**src/rtl/bool_pkg.sv**
```systemverilog
// Shared types and helpers for the exhaustive boolean-function sweeper.
package bool_pkg;

    typedef enum logic [1:0] {
        ST_IDLE = 2'd0,
        ST_RUN  = 2'd1,
        ST_DONE = 2'd2
    } state_e;

    localparam int MAX_N = 8;

    function automatic logic [MAX_N-1:0] bin2gray(input logic [MAX_N-1:0] b);
        return b ^ (b >> 1);
    endfunction

    function automatic int num_vec(input int n);
        return 1 << n;
    endfunction

endpackage

```
**src/rtl/bool_gray_cnt.sv**
```systemverilog
// N-bit binary sweep counter; exposes the next count in binary or Gray order
// so the parent can register the vector in the same cycle the counter steps.
module bool_gray_cnt
    import bool_pkg::*;
#(
    parameter int N    = 4,
    parameter int GRAY = 0
) (
    input  logic         clk,
    input  logic         rst_n,
    input  logic         clr_i,
    input  logic         en_i,
    output logic [N-1:0] code_nxt_o,
    output logic         last_o
);

    logic [N-1:0] cnt_q;
    logic [N-1:0] cnt_d;

    always_comb begin
        cnt_d = cnt_q;
        if (clr_i) begin
            cnt_d = '0;
        end else if (en_i) begin
            cnt_d = cnt_q + 1'b1;
        end
    end

    always_ff @(posedge clk or negedge rst_n) begin
        if (!rst_n) begin
            cnt_q <= '0;
        end else begin
            cnt_q <= cnt_d;
        end
    end

    assign last_o = (cnt_q == {N{1'b1}});

    // Zero-extending before the Gray transform leaves the low N bits correct.
    if (GRAY != 0) begin : g_gray
        assign code_nxt_o = N'(bin2gray(MAX_N'(cnt_d)));
    end else begin : g_bin
        assign code_nxt_o = cnt_d;
    end

endmodule

```
**src/rtl/bool_sweep.sv**
```systemverilog
// Latches an N-input truth table and streams every (vector, F) pair over a
// valid/ready handshake, counting minterms with F=1.
module bool_sweep
    import bool_pkg::*;
#(
    parameter int N    = 4,
    parameter int GRAY = 0
) (
    input  logic                    clk,
    input  logic                    rst_n,
    input  logic                    start,
    input  logic                    abort,
    input  logic [(1<<N)-1:0]       tt_in,
    input  logic                    out_ready,
    output logic                    out_valid,
    output logic [N-1:0]            vec_out,
    output logic                    f_out,
    output logic [N:0]              ones_count,
    output logic                    busy,
    output logic                    done
);

    localparam int NUM_VEC = num_vec(N);

    state_e               state_q, state_d;
    logic [NUM_VEC-1:0]   tt_q, tt_d;
    logic                 valid_q, valid_d;
    logic [N-1:0]         vec_q, vec_d;
    logic                 f_q, f_d;
    logic [N:0]           ones_q, ones_d;
    logic                 done_q, done_d;

    logic                 cnt_clr;
    logic                 cnt_en;
    logic [N-1:0]         code_nxt;
    logic                 cnt_last;
    logic                 xfer;

    bool_gray_cnt #(
        .N    (N),
        .GRAY (GRAY)
    ) u_cnt (
        .clk        (clk),
        .rst_n      (rst_n),
        .clr_i      (cnt_clr),
        .en_i       (cnt_en),
        .code_nxt_o (code_nxt),
        .last_o     (cnt_last)
    );

    assign xfer = valid_q && out_ready;

    always_comb begin
        state_d = state_q;
        tt_d    = tt_q;
        valid_d = valid_q;
        vec_d   = vec_q;
        f_d     = f_q;
        ones_d  = ones_q;
        done_d  = done_q;
        cnt_clr = 1'b0;
        cnt_en  = 1'b0;

        // Abort outranks start and any pending transfer.
        if (abort) begin
            state_d = ST_IDLE;
            valid_d = 1'b0;
            done_d  = 1'b0;
            vec_d   = '0;
            f_d     = 1'b0;
            cnt_clr = 1'b1;
        end else begin
            case (state_q)
                ST_IDLE, ST_DONE: begin
                    if (start) begin
                        state_d = ST_RUN;
                        tt_d    = tt_in;
                        cnt_clr = 1'b1;
                        ones_d  = '0;
                        done_d  = 1'b0;
                        valid_d = 1'b1;
                        vec_d   = code_nxt;
                        f_d     = tt_in[code_nxt];
                    end
                end
                ST_RUN: begin
                    if (xfer) begin
                        ones_d = ones_q + {{N{1'b0}}, f_q};
                        if (cnt_last) begin
                            state_d = ST_DONE;
                            valid_d = 1'b0;
                            done_d  = 1'b1;
                        end else begin
                            cnt_en = 1'b1;
                            vec_d  = code_nxt;
                            f_d    = tt_q[code_nxt];
                        end
                    end
                end
                default: begin
                    state_d = ST_IDLE;
                    valid_d = 1'b0;
                    done_d  = 1'b0;
                end
            endcase
        end
    end

    always_ff @(posedge clk or negedge rst_n) begin
        if (!rst_n) begin
            state_q <= ST_IDLE;
            tt_q    <= '0;
            valid_q <= 1'b0;
            vec_q   <= '0;
            f_q     <= 1'b0;
            ones_q  <= '0;
            done_q  <= 1'b0;
        end else begin
            state_q <= state_d;
            tt_q    <= tt_d;
            valid_q <= valid_d;
            vec_q   <= vec_d;
            f_q     <= f_d;
            ones_q  <= ones_d;
            done_q  <= done_d;
        end
    end

    assign out_valid  = valid_q;
    assign vec_out    = vec_q;
    assign f_out      = f_q;
    assign ones_count = ones_q;
    assign busy       = (state_q == ST_RUN);
    assign done       = done_q;

endmodule

```
**config.mk**
```make
export PLATFORM = sky130hd
export DESIGN_NAME = bool_sweep
export DESIGN_NICKNAME = d
export VERILOG_FILES = /design/src/rtl/bool_pkg.sv /design/src/rtl/bool_gray_cnt.sv /design/src/rtl/bool_sweep.sv
export SDC_FILE = /design/constraint.sdc
export NUM_CORES = 1
export LEC_CHECK = 0
export CAP_MARGIN = 10
export CORE_MARGIN = 3
export CORE_UTILIZATION = 30
export DETAILED_ROUTE_END_ITERATION = 10
export PLACE_DENSITY = 0.56
export SETUP_SLACK_MARGIN = 0.2
export SLEW_MARGIN = 40
export SYNTH_ARGS = -nofsm -noshare
export SYNTH_HDL_FRONTEND = slang
export SYNTH_HIERARCHICAL = 1
export SYNTH_SLANG_ARGS = --single-unit
```
**constraint.sdc**
```tcl
create_clock -name clk -period 3 [get_ports clk]
set_clock_uncertainty 0.15 [all_clocks]
set_input_delay 0.3 -clock clk [delete_from_list [all_inputs] [get_ports clk]]
set_output_delay 0.3 -clock clk [all_outputs]
set_load 0.01 [all_outputs]
```
# [Word level (Yosys, flattened, before mapping)]
# Cells that the tools add are included.
# Widths: inputs -> output; s select.
[word_totals] out_inout_bits=13 latchBits=0 wordCells=71 regBits=34 mem_count=0 in_bits=21 romBits=0 mem_bits_rw=0
[classes] bitwise_logic=1 n_eq_ne=9 n_reduce_logical=9 n_mux=41 n_lt_le_gt_ge=1 n_mul=0 n_addsub=2 div_mod_pow=0 shifts=0
[op_table] cell="$mux 4" n=6
[op_table] cell="$mux 1" n=21
[op_table] cell="$mux 5" n=2
[op_table] cell="$pmux 5 s2" n=1
[op_table] cell="$bmux 1 s4" n=2
[op_table] cell="$mux 2" n=4
[op_table] cell="$pmux 4 s2" n=1
[op_table] cell="$reduce_and 4->1" n=2
[op_table] cell="$ne 3x2->1 const B" n=2
[op_table] cell="$ne 3x3->1 const B" n=2
[op_table] cell="$pmux 1 s2" n=3
[op_table] cell="$reduce_and 3->1" n=2
[op_table] cell="$add 5x1->5" n=1
[op_table] cell="$lt 4x5->1 const B" n=1
[op_table] cell="$add 4x1->4 const B" n=1
[op_table] cell="$eq 4x4->1 const B" n=1
[op_table] cell="$pmux 2 s2" n=1
[op_table] cell="$reduce_bool 3->1" n=1
[op_table] cell="$eq 2x1->1 const B" n=1
[op_table] cell="$eq 2x2->1 const B" n=1
[op_table] cell="$logic_not 2->1" n=1
[op_table] cell="$ne 2x1->1 const B" n=1
[op_table] cell="$ne 2x2->1 const B" n=1
[op_table] cell="$reduce_bool 2->1" n=1
[op_table] cell="other kinds (3)" n=3

# [Longest topological paths before layout]
[depth] word_depth=13 ltp_mapped=10 depth_no_buf=9

# [By module]
# The synthesis kept the hierarchy.
[modules_own_cells] module="bool_sweep" cells_each=121 area_per_inst_um2=1468.9 n_inst=1
[modules_own_cells] module="bool_gray_cnt" cells_each=17 area_per_inst_um2=198.9 n_inst=1

# [Worst setup path before layout]
# OpenSTA, ideal clock, no wires.
[synth_timing] kind="reg2reg" start="register u_cnt.cnt_q[0]" end="register f_q, in the netlist f_out" path_stages_with_launch=10 path_slack_ps=-104 t_required_ps=2724 synth_period_minus_slack_ps=3104 arrival_ps=2828 cell_sequence="dfrtp_1 -> ha_1 -> and3_1 -> nor3_1 -> xnor2_1 -> nor2_1 -> mux4_2 -> o31a_1 -> o21a_1 -> o311a_1"
[synth_between] elab_chain_cells=13 word_cells_on_any_way=19 cone_classes="add/sub: 1; eq/ne: 2; mux: 15; reduce/logical: 1"
[synth_rtl] item="start, declared" line="bool_gray_cnt.sv:17" rtl="logic [N-1:0] cnt_q;"
[synth_rtl] item="start signal, assigned" line="bool_gray_cnt.sv:33" rtl="cnt_q <= cnt_d;"
[synth_rtl] item="$eq 4x4->1 (*)" line="bool_gray_cnt.sv:37" rtl="assign last_o = (cnt_q == {N{1'b1}});"
[synth_rtl] item="named net cnt_last" line="bool_sweep.sv:36" rtl="logic cnt_last;"
[synth_rtl] item="$mux 1 (*)" line="bool_sweep.sv:89" rtl="if (cnt_last) begin"
[synth_rtl] item="$mux 1 (*)" line="bool_sweep.sv:87" rtl="if (xfer) begin"
[synth_rtl] item="$mux 1 (*)" line="bool_sweep.sv:73" rtl="case (state_q)"
[synth_rtl] item="$mux 1 (*)" line="bool_sweep.sv:65" rtl="if (abort) begin"
[synth_rtl] item="named net cnt_en" line="bool_sweep.sv:34" rtl="logic cnt_en;"
[synth_rtl] item="$mux 4 (*)" line="bool_gray_cnt.sv:24" rtl="end else if (en_i) begin"
[synth_rtl] item="$mux 4 (*)" line="bool_gray_cnt.sv:22" rtl="if (clr_i) begin"
[synth_rtl] item="named net code_nxt[0]" line="bool_sweep.sv:35" rtl="logic [N-1:0] code_nxt;"
[synth_rtl] item="$bmux 1 s4" line="bool_sweep.sv:96" rtl="f_d = tt_q[code_nxt];"
[synth_rtl] item="$mux 1 (not written as such)" line="bool_sweep.sv:96"
[synth_rtl] item="$mux 1" line="bool_sweep.sv:89"
[synth_rtl] item="$mux 1" line="bool_sweep.sv:87"
[synth_rtl] item="$pmux 1 s2 (*)" line="bool_sweep.sv:73"
[synth_rtl] item="$mux 1 (*)" line="bool_sweep.sv:65"
[synth_rtl] item="end signal, assigned" line="bool_sweep.sv:115" rtl="f_q <= 1'b0;"
[synth_rtl] item="end signal, assigned" line="bool_sweep.sv:123" rtl="f_q <= f_d;"
[synth_rtl] item="end, declared" line="bool_sweep.sv:29" rtl="logic f_q, f_d;"
# Mark *: on every way through the listed nets, which the timed path passes. The rest lies on a longest branch. The select of a mux whose other input is x is not followed.
# A chain may end at the register's enable or synchronous reset.

# [Final worst setup path]
# Same ends and word-level chain as after synthesis.

==> flow_results.xml <==
<?xml version="1.0" encoding="UTF-8"?>
<metrics>
  <group name="detailed_routing">
    <metric name="drt_drc_violations_left" unit="">0</metric>
    <metric name="detail_route.iter0.violations" unit="">43</metric>
    <metric name="ant_nets" unit="">0</metric>
    <metric name="route.vias.total" unit="">1287</metric>
    <metric name="post_drt_wl_per_cell" unit="microns">14.35</metric>
    <metric name="vias_per_cell" unit="">4.912</metric>
    <metric name="route.final.wire_length" unit="mm">3.760</metric>
    <metric name="drt_pre_antenna_iters" unit="">5</metric>
  </group>
  <group name="critical_path">
    <metric name="worstPathCellList" unit="">ha_2 -&gt; and3_4 -&gt; nor3_4 -&gt; buf_4 -&gt; mux2i_1 -&gt; nor2_1 -&gt; buf_4 -&gt; mux4_2 -&gt; o2111a_1 -&gt; o311a_1</metric>
    <metric name="required" unit="ns">3.01</metric>
    <metric name="critical_path.slowest_cell" unit="">sky130_fd_sc_hd__dfrtp_1</metric>
    <metric name="critPathKind" unit="">reg -&gt; reg</metric>
    <metric name="worstPathArrival" unit="ns">2.76</metric>
    <metric name="timing.critical_path.max_delay_family" unit="">compound AO/OA/AOI/OAI gates</metric>
    <metric name="crit_top_cell" unit="">sky130_fd_sc_hd__buf_4</metric>
    <metric name="timing.reg2reg.worst_path_depth" unit="">10</metric>
    <metric name="worst_setup_path_start_kind" unit="">flop</metric>
    <metric name="worst_r2r_startpoint" unit="">u_cnt/cnt_q[0]</metric>
    <metric name="worstPathMaxFanout" unit="">7</metric>
    <metric name="r2r-end" unit="">f_out</metric>
    <metric name="critical_path_buf_inv_count" unit="">2</metric>
    <metric name="cpPeakStageDelay" unit="ns">0.38</metric>
    <metric name="reg2reg_slack" unit="ns">0.25</metric>
    <metric name="timing.critical_path.to_type" unit="">flop</metric>
  </group>
  <group name="global_route">
    <metric name="number_of_global_route_vias_before_repair" unit="">1293</metric>
    <metric name="antenna_found_initial" unit="">0</metric>
    <metric name="grt_usage" unit="%">12.61</metric>
    <metric name="grt_max_degree" unit="">33</metric>
    <metric name="wire_length_of_the_first_global_routing_pass" unit="mm">6.285</metric>
    <metric name="global_route.overflow_total" unit="">0</metric>
  </group>
  <group name="sta">
    <metric name="share_of_the_clock_period_used_by_the_worst_path_after_layout" unit="%">91.61</metric>
    <metric name="fin_ws" unit="ns">0.2517</metric>
    <metric name="post_route_setup_tns" unit="ns">0</metric>
    <metric name="maxSlewHeadroom" unit="%">70.62</metric>
    <metric name="worstMarginPinSlew" unit="ns">0.4395</metric>
    <metric name="report.final.slew_viol_count" unit="">0</metric>
    <metric name="finalHoldViolations" unit="">0</metric>
    <metric name="rsz0062_at_grt" unit="">yes</metric>
    <metric name="setup_viol" unit="">0</metric>
    <metric name="period_minus_slack" unit="ns">2.748</metric>
    <metric name="worst_hold_slack" unit="ns">0.2783</metric>
    <metric name="max_freq" unit="MHz">363.9</metric>
  </group>
  <group name="cells_and_area">
    <metric name="layout.area.seq" unit="sq um">800.8</metric>
    <metric name="synthToLayoutAreaGrowth" unit="%">40.28</metric>
    <metric name="num-fill-cells" unit="">492</metric>
    <metric name="area_of_combinational_cells_with_multiple_inputs" unit="sq um">844.6</metric>
    <metric name="nNetsFinal" unit="">216</metric>
    <metric name="antenna-diode-count" unit="">0</metric>
    <metric name="final_layout_size_suffix_gt1_share" unit="%">27.08</metric>
    <metric name="finish.cell_count_without_fillers" unit="">262</metric>
    <metric name="utilization_after_layout" unit="%">44.67</metric>
  </group>
  <group name="yosys">
    <metric name="synth_area" unit="sq mm">0.001668</metric>
    <metric name="synthFlopType" unit="">sky130_fd_sc_hd__dfrtp_1</metric>
    <metric name="synth.distinct_cells" unit="">38</metric>
    <metric name="synth-seq-area-share" unit="%">48.01</metric>
    <metric name="mean_instance_size_in_the_synthesized_netlist" unit="sq um">12.09</metric>
    <metric name="synth_seq_cells" unit="">32</metric>
    <metric name="synthesis_warnings" unit="">6</metric>
    <metric name="synth_instances" unit="">138</metric>
    <metric name="async_flop_share" unit="%">100.0</metric>
    <metric name="synth_enable_flop_cells" unit="">0</metric>
    <metric name="synth_fp_nets" unit="">162</metric>
  </group>
  <group name="floorplan">
    <metric name="coreArea" unit="sq mm">0.005238</metric>
    <metric name="effective_utilization_at_floorplan" unit="%">31.84</metric>
    <metric name="ios" unit="">34</metric>
    <metric name="die_w" unit="microns">80.56</metric>
    <metric name="num_rows" unit="">26</metric>
    <metric name="die_height" unit="microns">80.56</metric>
    <metric name="design.die.area" unit="sq mm">0.006490</metric>
  </group>
  <group name="power_and_ir_drop">
    <metric name="clockPowerShare" unit="%">33.3</metric>
    <metric name="p_int" unit="uW">795.1</metric>
    <metric name="power-per-cell-area" unit="mW/mm^2">445.2</metric>
    <metric name="ir_drop" unit="mV">0.2050</metric>
    <metric name="power_switching" unit="uW">246.6</metric>
    <metric name="total_leakage_power" unit="nW">0.9716</metric>
    <metric name="swShare" unit="%">23.67</metric>
    <metric name="seq_power_share" unit="%">48.7</metric>
    <metric name="comb_power_share" unit="%">18.0</metric>
  </group>
  <group name="clock_tree">
    <metric name="cts_max_level" unit="">2</metric>
    <metric name="numCtsBuffers" unit="">5</metric>
    <metric name="clock_tree.root_cell" unit="">sky130_fd_sc_hd__clkbuf_8</metric>
    <metric name="worst_setup_hold_path_clk_slew" unit="ns">0.06</metric>
    <metric name="largest_buffer_count_on_any_clock_path" unit="">2</metric>
    <metric name="cts_hold_buf" unit="">0</metric>
    <metric name="total_clock_sinks" unit="">32</metric>
    <metric name="tritoncts" unit="">built</metric>
    <metric name="insertion_delay" unit="ns">0.28</metric>
  </group>
  <group name="run_status">
    <metric name="status" unit="">completed</metric>
  </group>
  <group name="placement">
    <metric name="placement.setup.worst_slack" unit="ns">-0.01381</metric>
    <metric name="placed_cells" unit="">248</metric>
    <metric name="dp.final_hpwl" unit="mm">2.841</metric>
    <metric name="gp_routability_congestion" unit="">0.7781</metric>
    <metric name="port_buffers" unit="">33</metric>
  </group>
  <group name="hold_path">
    <metric name="holdCritPathClass" unit="">in -&gt; async</metric>
  </group>
  <group name="run">
    <metric name="maxCapViolations" unit="">0</metric>
  </group>
</metrics>
worst max path at each step:
| stage | start | end | depth (start not counted) |
|---|---|---|---|
| finish | u_cnt/cnt_q[0] | f_out | 10 |
| global route | u_cnt/cnt_q[0] | f_out | 10 |
| CTS | u_cnt/cnt_q[0] | f_out | 9 |
| detailed placement | out_ready | f_out | 9 |
| global placement | out_ready | f_out | 9 |
| floorplan | u_cnt/cnt_q[0] | f_out | 9 |
stage by stage:
stage | area [sq um] | power, mW
final | 2340 | 1.042
after global routing | 2340 | 1.096
after CTS | 2303 | 1.059
after detailed placement | 2170 | 0.7002
after global placement | 2170 | 0.6932
after floorplan | 1682 | 0.6113
repair_timing:
action	4_1_cts	5_1_grt
pin swaps	3	3
setup buffers	4	3
resized for setup	2	3
cloned	0	0
setup endpoints to repair	1	1
sequential cells by signal (all words and copies together), names as in the netlist:
name / flops
f_out: 1
state_q: 1
ones_count: 5
vec_out: 4
u_cnt/cnt_q: 4
out_valid: 1
tt_q: 16
worst reg2reg max path: stages (launching register included):
cell and delay, ns:
sky130_fd_sc_hd__dfrtp_1 0.38, sky130_fd_sc_hd__ha_2 0.20, sky130_fd_sc_hd__and3_4 0.19, sky130_fd_sc_hd__nor3_4 0.21, sky130_fd_sc_hd__buf_4 0.17, sky130_fd_sc_hd__mux2i_1 0.21, sky130_fd_sc_hd__nor2_1 0.10, sky130_fd_sc_hd__buf_4 0.17
sky130_fd_sc_hd__mux4_2 0.30, sky130_fd_sc_hd__o2111a_1 0.24, sky130_fd_sc_hd__o311a_1 0.29
cells in the mapped netlist (2+ instances only):
master | n | area share [%]
sky130_fd_sc_hd__dfrtp_1 | 32 | 48
sky130_fd_sc_hd__nor2_1 | 13 | 2.9
sky130_fd_sc_hd__mux2i_1 | 11 | 6.6
sky130_fd_sc_hd__mux2_2 | 9 | 6.1
sky130_fd_sc_hd__mux2_1 | 8 | 5.4
sky130_fd_sc_hd__inv_1 | 6 | 1.4
sky130_fd_sc_hd__mux4_2 | 5 | 6.8
sky130_fd_sc_hd__clkbuf_1 | 4 | 0.90
sky130_fd_sc_hd__nand2_1 | 4 | 0.90
sky130_fd_sc_hd__xnor2_1 | 4 | 2.1
sky130_fd_sc_hd__a21oi_1 | 3 | 0.90
sky130_fd_sc_hd__ha_1 | 3 | 2.3
sky130_fd_sc_hd__nand3_1 | 3 | 0.90
sky130_fd_sc_hd__nor2b_1 | 3 | 1.1
sky130_fd_sc_hd__o21ai_0 | 3 | 0.90
sky130_fd_sc_hd__a211oi_1 | 2 | 0.90
sky130_fd_sc_hd__buf_4 | 2 | 0.90
sky130_fd_sc_hd__nand3b_1 | 2 | 0.90
sky130_fd_sc_hd__o21a_1 | 2 | 0.90
power by group through the flow:
stage / registers [mW] / logic, mW / clock network [mW]
2_1_floorplan: 0.509 / 0.102 / 0
3_3_place_gp: 0.513 / 0.181 / 0
3_5_place_dp: 0.515 / 0.185 / 0
4_1_cts: 0.507 / 0.188 / 0.364
5_1_grt: 0.513 / 0.205 / 0.377
6_report: 0.507 / 0.187 / 0.347
cell type report:
class / count / share of cell area, %
clock buffer: 7 / 4.118
inverter: 6 / 0.9626
multi-input combinational: 93 / 36.10
sequential: 32 / 34.22
tap: 70 / 3.743
timing repair buffer: 54 / 20.86
layout by cell type, fill, tap and decap left out, types with 3 or more instances in the layout:
| master | instances |
|---|---|
| sky130_fd_sc_hd__o21ai_0 | 3 |
| sky130_fd_sc_hd__nand3_1 | 3 |
| sky130_fd_sc_hd__nand2_1 | 4 |
| sky130_fd_sc_hd__inv_1 | 6 |
| sky130_fd_sc_hd__xnor2_1 | 3 |
| sky130_fd_sc_hd__mux2i_1 | 11 |
| sky130_fd_sc_hd__mux2_1 | 8 |
| sky130_fd_sc_hd__buf_4 | 21 |
| sky130_fd_sc_hd__nor2_1 | 12 |
| sky130_fd_sc_hd__mux2_2 | 9 |
| sky130_fd_sc_hd__mux4_2 | 5 |
| sky130_fd_sc_hd__clkbuf_8 | 7 |
| sky130_fd_sc_hd__clkdlybuf4s50_1 | 33 |
| sky130_fd_sc_hd__dfrtp_1 | 32 |
kinds of logic (layout without fill, tap and decap cells):
logic type      Yosys count  in the layout  synth area share (%)
mux                      34             34                 25.73
compound gates           21             21                 9.452
simple gates             31             31                 9.003
flops                    32             32                 48.01
buf+inv                  13             67                 3.450
fa+ha+maj                 3              3                 2.251
xor+xnor                  4              4                 2.100
metal layers:
metal | global-route usage (%) | wire (microns) | up-vias
met5 | 0 | 0 | -
met2 | 19.87 | 1756 | 44
met4 | 3.547 | 5 | 0
met1 | 16.78 | 1768 | 638
li1 | - | - | 603
met3 | 3.700 | 230 | 2
Power figures use the tool's default switching activity.
